--- src/rtl/axi_computer_wr_master_if.sv ---
// AXI3 write-channel bundle (AW, W, B) between the computer write master and the interconnect.
interface axi_computer_wr_master_if;
  logic [11:0] awid;
  logic        awvalid;
  logic        awready;
  logic [31:0] awaddr;
  logic [7:0]  awlen;
  logic [2:0]  awsize;
  logic [1:0]  awburst;
  logic [11:0] wid;
  logic        wvalid;
  logic        wready;
  logic [31:0] wdata;
  logic [3:0]  wstrb;
  logic        wlast;
  logic [11:0] bid;
  logic [1:0]  bresp;
  logic        bvalid;
  logic        bready;

  modport master (
    output awid, awvalid, awaddr, awlen, awsize, awburst,
    output wid, wvalid, wdata, wstrb, wlast, bready,
    input  awready, wready, bid, bresp, bvalid
  );

  modport slave (
    input  awid, awvalid, awaddr, awlen, awsize, awburst,
    input  wid, wvalid, wdata, wstrb, wlast, bready,
    output awready, wready, bid, bresp, bvalid
  );
endinterface

--- src/rtl/axi_computer_wr_master.sv ---
// Single-beat AXI3 write initiator for the computer core; one request in flight at a time.
// Optional bid check against ID is enabled by defining AXI_COMPUTER_WR_ID_CHECK_EN.
module axi_computer_wr_master #(
  parameter logic [11:0] ID              = 12'h000,
  parameter int unsigned ALLOW_UNALIGNED = 0
) (
  input  logic                            clk_i,
  input  logic                            rstn_i,
  input  logic                            req_valid_i,
  output logic                            req_ready_o,
  input  logic [31:0]                     req_addr_i,
  input  logic [31:0]                     req_data_i,
  input  logic [3:0]                      req_strb_i,
  output logic                            done_o,
  output logic                            done_error_o,
  output logic [2:0]                      done_code_o,
  axi_computer_wr_master_if.master        axi
);

  typedef enum logic [1:0] {IDLE, ISSUE, RESP, FAIL} state_e;

  state_e      state_q, state_d;
  logic        req_ready_q, req_ready_d;
  logic        awvalid_q, awvalid_d;
  logic        wvalid_q, wvalid_d;
  logic        bready_q, bready_d;
  logic        done_q, done_d;
  logic        done_error_q, done_error_d;
  logic [2:0]  done_code_q, done_code_d;
  logic [31:0] addr_q, addr_d;
  logic [31:0] data_q, data_d;
  logic [3:0]  strb_q, strb_d;
  logic        id_mismatch;

`ifdef AXI_COMPUTER_WR_ID_CHECK_EN
  assign id_mismatch = (axi.bid != ID);
`else
  assign id_mismatch = 1'b0;
`endif

  always_comb begin
    state_d      = state_q;
    awvalid_d    = awvalid_q;
    wvalid_d     = wvalid_q;
    done_d       = 1'b0;
    done_error_d = done_error_q;
    done_code_d  = done_code_q;
    addr_d       = addr_q;
    data_d       = data_q;
    strb_d       = strb_q;

    case (state_q)
      IDLE: begin
        if (req_valid_i && req_ready_q) begin
          addr_d = req_addr_i;
          data_d = req_data_i;
          strb_d = req_strb_i;
          if ((ALLOW_UNALIGNED == 0) && (req_addr_i[1:0] != 2'b00)) begin
            state_d = FAIL;
          end else begin
            state_d   = ISSUE;
            awvalid_d = 1'b1;
            wvalid_d  = 1'b1;
          end
        end
      end
      // AW and W retire independently; the response phase starts once both are gone.
      ISSUE: begin
        if (awvalid_q && axi.awready) awvalid_d = 1'b0;
        if (wvalid_q && axi.wready)   wvalid_d  = 1'b0;
        if (!awvalid_d && !wvalid_d)  state_d   = RESP;
      end
      RESP: begin
        if (bready_q && axi.bvalid) begin
          state_d      = IDLE;
          done_d       = 1'b1;
          done_code_d  = id_mismatch ? 3'd5 : {1'b0, axi.bresp};
          done_error_d = (done_code_d != 3'd0);
        end
      end
      FAIL: begin
        state_d      = IDLE;
        done_d       = 1'b1;
        done_error_d = 1'b1;
        done_code_d  = 3'd4;
      end
      default: state_d = IDLE;
    endcase

    req_ready_d = (state_d == IDLE);
    bready_d    = (state_d == RESP);
  end

  always_ff @(posedge clk_i or negedge rstn_i) begin
    if (!rstn_i) begin
      state_q      <= IDLE;
      req_ready_q  <= 1'b1;
      awvalid_q    <= 1'b0;
      wvalid_q     <= 1'b0;
      bready_q     <= 1'b0;
      done_q       <= 1'b0;
      done_error_q <= 1'b0;
      done_code_q  <= 3'd0;
      addr_q       <= 32'd0;
      data_q       <= 32'd0;
      strb_q       <= 4'd0;
    end else begin
      state_q      <= state_d;
      req_ready_q  <= req_ready_d;
      awvalid_q    <= awvalid_d;
      wvalid_q     <= wvalid_d;
      bready_q     <= bready_d;
      done_q       <= done_d;
      done_error_q <= done_error_d;
      done_code_q  <= done_code_d;
      addr_q       <= addr_d;
      data_q       <= data_d;
      strb_q       <= strb_d;
    end
  end

  assign req_ready_o  = req_ready_q;
  assign done_o       = done_q;
  assign done_error_o = done_error_q;
  assign done_code_o  = done_code_q;

  assign axi.awid    = ID;
  assign axi.awvalid = awvalid_q;
  assign axi.awaddr  = addr_q;
  assign axi.awlen   = 8'd0;
  assign axi.awsize  = 3'b010;
  assign axi.awburst = 2'b01;
  assign axi.wid     = ID;
  assign axi.wvalid  = wvalid_q;
  assign axi.wdata   = data_q;
  assign axi.wstrb   = strb_q;
  assign axi.wlast   = 1'b1;
  assign axi.bready  = bready_q;

endmodule

--- src/flat_wrapper.sv ---
// flat-port wrapper written by rule: the top's interface ports become plain ports
module axi_computer_wr_master_flat 
#(
  parameter logic [11:0] ID              = 12'h000,
  parameter int unsigned ALLOW_UNALIGNED = 0
)
  (clk_i, rstn_i, req_valid_i, req_ready_o, req_addr_i, req_data_i, req_strb_i, done_o, done_error_o, done_code_o, axi_awid, axi_awvalid, axi_awaddr, axi_awlen, axi_awsize, axi_awburst, axi_wid, axi_wvalid, axi_wdata, axi_wstrb, axi_wlast, axi_bready, axi_awready, axi_wready, axi_bid, axi_bresp, axi_bvalid);
  axi_computer_wr_master_if axi_i ();
  input  logic clk_i;
  input  logic rstn_i;
  input  logic req_valid_i;
  output logic req_ready_o;
  input  logic [31:0] req_addr_i;
  input  logic [31:0] req_data_i;
  input  logic [3:0] req_strb_i;
  output logic done_o;
  output logic done_error_o;
  output logic [2:0] done_code_o;
  output wire logic [$bits(axi_i.awid)-1:0] axi_awid;
  output wire logic [$bits(axi_i.awvalid)-1:0] axi_awvalid;
  output wire logic [$bits(axi_i.awaddr)-1:0] axi_awaddr;
  output wire logic [$bits(axi_i.awlen)-1:0] axi_awlen;
  output wire logic [$bits(axi_i.awsize)-1:0] axi_awsize;
  output wire logic [$bits(axi_i.awburst)-1:0] axi_awburst;
  output wire logic [$bits(axi_i.wid)-1:0] axi_wid;
  output wire logic [$bits(axi_i.wvalid)-1:0] axi_wvalid;
  output wire logic [$bits(axi_i.wdata)-1:0] axi_wdata;
  output wire logic [$bits(axi_i.wstrb)-1:0] axi_wstrb;
  output wire logic [$bits(axi_i.wlast)-1:0] axi_wlast;
  output wire logic [$bits(axi_i.bready)-1:0] axi_bready;
  input wire logic [$bits(axi_i.awready)-1:0] axi_awready;
  input wire logic [$bits(axi_i.wready)-1:0] axi_wready;
  input wire logic [$bits(axi_i.bid)-1:0] axi_bid;
  input wire logic [$bits(axi_i.bresp)-1:0] axi_bresp;
  input wire logic [$bits(axi_i.bvalid)-1:0] axi_bvalid;
  assign axi_awid = axi_i.awid;
  assign axi_awvalid = axi_i.awvalid;
  assign axi_awaddr = axi_i.awaddr;
  assign axi_awlen = axi_i.awlen;
  assign axi_awsize = axi_i.awsize;
  assign axi_awburst = axi_i.awburst;
  assign axi_wid = axi_i.wid;
  assign axi_wvalid = axi_i.wvalid;
  assign axi_wdata = axi_i.wdata;
  assign axi_wstrb = axi_i.wstrb;
  assign axi_wlast = axi_i.wlast;
  assign axi_bready = axi_i.bready;
  assign axi_i.awready = axi_awready;
  assign axi_i.wready = axi_wready;
  assign axi_i.bid = axi_bid;
  assign axi_i.bresp = axi_bresp;
  assign axi_i.bvalid = axi_bvalid;
  axi_computer_wr_master #(.ID(ID), .ALLOW_UNALIGNED(ALLOW_UNALIGNED)) u_core (.clk_i(clk_i), .rstn_i(rstn_i), .req_valid_i(req_valid_i), .req_ready_o(req_ready_o), .req_addr_i(req_addr_i), .req_data_i(req_data_i), .req_strb_i(req_strb_i), .done_o(done_o), .done_error_o(done_error_o), .done_code_o(done_code_o), .axi(axi_i));
endmodule
--- config.mk ---
export PLATFORM = sky130hd
export DESIGN_NAME = axi_computer_wr_master_flat
export DESIGN_NICKNAME = d
export VERILOG_FILES = /design/src/rtl/axi_computer_wr_master_if.sv /design/src/rtl/axi_computer_wr_master.sv /design/src/flat_wrapper.sv
export SDC_FILE = /design/constraint.sdc
export NUM_CORES = 1
export LEC_CHECK = 0
export BUFFER_PORTS_ARGS = -buffer_cell sky130_fd_sc_hd__buf_4
export CORE_ASPECT_RATIO = 0.9
export CORE_MARGIN = 2
export CORE_UTILIZATION = 39
export CTS_CLUSTER_SIZE = 12
export DETAILED_ROUTE_END_ITERATION = 10
export PLACE_DENSITY = 0.78
export SYNTH_ARGS = -nofsm -noshare
export SYNTH_HDL_FRONTEND = slang
export SYNTH_SLANG_ARGS = --single-unit
--- constraint.sdc ---
create_clock -name clk_i -period 1.56 [get_ports clk_i]
set_input_delay 0.156 -clock clk_i [delete_from_list [all_inputs] [get_ports clk_i]]
set_output_delay 0.156 -clock clk_i [all_outputs]
set_load 0.02 [all_outputs]
==> flow_metrics.env <==
export IMPL_cts_setup_buffers=0
export IMPL_powerDensity_nw_per_um2=2230
export IMPL_crit_required_ns=1.79
export IMPL_finClkSkew_ns=0.00622
export IMPL_hold_violations=0
export IMPL_cap_violations=0
export IMPL_grt_max_degree=41
export IMPL_fin_nets=476
export IMPL_ys_seq_area_share_pct=59.8
export IMPL_fp_dieW_um=101
export IMPL_track_usage_pct=14.6
export IMPL_clockBufferDepth=2
export IMPL_htreeDepth=3
export IMPL_finalNonFillerCells=492
export IMPL_leakage_nw=2.33
export IMPL_tritoncts="done"
export IMPL_yosysWarnings=0
export IMPL_reg2reg_depth=3
export IMPL_post_route_util_pct=57.7
export IMPL_worst_setup_path_start_kind="flip-flop"
export IMPL_drt_initial_drc_count=45
export IMPL_grt_pass1_wl_mm=10.4
export IMPL_num_fill_cells=667
export IMPL_start_util_pct=40.6
export IMPL_gr_total_overflow=0
export IMPL_firstDrtPassIters=4
export IMPL_critPathCapture="u_core.axi.wstrb[2]"
export IMPL_async_reset_ff_share_pct=100
export IMPL_fp_dieArea_um2=9240
export IMPL_min_path_type="primary input to flip-flop"
export IMPL_antenna_found_initial=0
export IMPL_worst_slack_ns=0.0741
export IMPL_critPathMaxFanout=40
export IMPL_setup_violations=0
export IMPL_ys_seq_elements=79
export IMPL_max_vdd_ir_drop_mv=1.14
export IMPL_row_count=31
export IMPL_place_gp_congestion=0.751
export IMPL_io_pins=203
export IMPL_slew_viol_final=0
export IMPL_ff2ff_setup_slack_ns=0.07
export IMPL_via_per_inst=4.48
export IMPL_syn_avg_cell_area_um2=14.6
export IMPL_cts_sinks=79
export IMPL_fmax_mhz=673
export IMPL_yosysMostFrequentCell="dfrtp_1"
export IMPL_vias=2206
export IMPL_ys_flop_type="dfrtp_1"
export IMPL_clk_pin_slew_ns=0.08
export IMPL_netlist_area_um2=3310
export IMPL_drive_above_1_share_pct=62.6
export IMPL_crit_start="u_core.req_ready_o"
export IMPL_fin_crit_ns=1.49
export IMPL_status="completed"
export IMPL_timing_final_crit_share_pct=95.3
export IMPL_syn_to_final_growth_pct=42.1
export IMPL_drt_wl_total_mm=6.86
export IMPL_synth_area_leader_cell="dfrtp_1"
export IMPL_yosys_top_cells_area="dfrtp_1, mux2_2, buf_4"
export IMPL_cts_buffers=9
export IMPL_crit_arrival_ns=1.72
export IMPL_synthTopCellsByCount="dfrtp_1, mux2_2, buf_4"
export IMPL_first_global_vias=2175
export IMPL_ys_types=25
export IMPL_num_antenna_cells=0
export IMPL_syn_inst=227
export IMPL_endpoint_kind="flip-flop"
export IMPL_die_y_um=91.4
export IMPL_criticalPathCategory="flip-flop to flip-flop"
export IMPL_io_buffers=152
export IMPL_dp_hpwl_mm=5.26
export IMPL_holdWs_ns=0.0383
export IMPL_r2r_end="u_core.axi.wstrb[2]"
export IMPL_synth_top_cell_area_share_pct=59.0
export IMPL_synth_edf_count=0
export IMPL_fin_setup_tns_ns=0
export IMPL_root_buffer="clkbuf_8"
export IMPL_clkLatencyLatePin_ns=0.34
export IMPL_reg2reg_from="u_core.req_ready_o"
export IMPL_ant_nets=0
export IMPL_pre_cts_ws_ns=0.0650
export IMPL_placed_cells=475
export IMPL_core_um2=8150
export IMPL_avgRoutedWirePerCell_um=13.9
export IMPL_drc=0
export IMPL_rsz0062_at_grt="no"
## worst min path at each step
stage,cells past startpoint,end,start
2_1_floorplan,0,u_core.axi.awaddr[0],rstn_i
3_3_place_gp,1,u_core.axi.awaddr[25],rstn_i
3_5_place_dp,1,u_core.axi.awaddr[27],rstn_i
4_1_cts,2,u_core.axi.wdata[28],req_data_i[28]
5_1_grt,2,u_core.axi.awaddr[2],req_addr_i[2]
6_report,2,u_core.axi.wdata[28],req_data_i[28]
## cell usage in the layout, fill, tap and decap left out
master / netlist / final
a21o_1: 3 / 3
a21oi_1: 3 / 3
and3_1: 2 / 2
and3_4: 1 / 1
buf_12: 0 / 2
buf_16: 0 / 1
buf_4: 38 / 156
bufinv_16: 0 / 2
clkbuf_8: 0 / 10
clkinv_4: 0 / 1
clkinvlp_4: 0 / 2
conb_1: 2 / 38
dfrtp_1: 78 / 78
dfstp_2: 1 / 1
dlygate4sd3_1: 0 / 1
inv_1: 4 / 4
inv_6: 0 / 1
mux2_2: 61 / 61
mux2_4: 7 / 7
nand2_1: 5 / 5
nand2b_1: 1 / 1
nand3_1: 1 / 1
nor2_1: 3 / 2
nor2_2: 0 / 1
nor2b_1: 1 / 1
o21ai_0: 2 / 2
o221ai_1: 1 / 1
o22a_1: 1 / 1
o22ai_1: 1 / 1
o2bb2ai_1: 2 / 2
or2b_1: 1 / 1
## logic make-up after synthesis
family | synth area share [%]
other cells | 0.227
flops | 59.8
compound gates | 2.69
buf+inv | 11.0
simple gates | 2.38
mux | 23.9
## stage by stage
step                      instance area [µm²]  total power, mW
after CTS                                4690             10.6
after global routing                     4700             11.1
after global placement                   4450             8.73
final                                    4700             10.5
after floorplan                          3440             6.73
after detailed placement                 4450             8.89
## timing repair
item                       4_1_cts  5_1_grt
hold endpoints to repair        23        0
setup endpoints to repair        0       12
gates resized for setup          0        2
hold buffers                     1        0
## flip-flops by register name (all words and copies together) (netlist names)
| name | cells |
|---|---|
| u_core.axi.awaddr | 32 |
| u_core.axi.awvalid | 1 |
| u_core.axi.bready | 1 |
| u_core.axi.wdata | 32 |
| u_core.axi.wstrb | 4 |
| u_core.axi.wvalid | 1 |
| u_core.done_code_o | 3 |
| u_core.done_error_o | 1 |
| u_core.done_o | 1 |
| u_core.req_ready_o | 1 |
| u_core.state_q | 2 |
## worst max-delay path: stages, from the launching register on
cell	delay (ns)
dfstp_2	0.55
and3_4	0.22
buf_16	0.22
mux2_2	0.37
## cell type report
class	instances	area, µm²	share of cell area [%]
clock inverter	6	92.6	1.97
clock buffer	10	138	2.93
sequential	79	1980	42.1
multi-input combinational	134	1100	23.5
timing repair buffer	160	1250	26.6
inverter	4	15.0	0.319
tap	99	124	2.64
## power by group
| part | internal (mW) | switching, mW | leakage (nW) |
|---|---|---|---|
| sequential | 3.10 | 0.543 | 0.935 |
| clock | 0.953 | 0.758 | 0.109 |
| combinational | 2.61 | 2.53 | 1.29 |
| total | 6.67 | 3.83 | 2.33 |
## routing by layer
metal / track usage (%) / part of all wire, % / vias up
met5: 0 / 0 / -
met4: 3.04 / 0.77 / 0
met3: 6.85 / 9.5 / 7
met2: 26.0 / 52 / 112
met1: 15.7 / 38 / 1064
li1: - / - / 1023
Power figures use the tool's default switching activity.
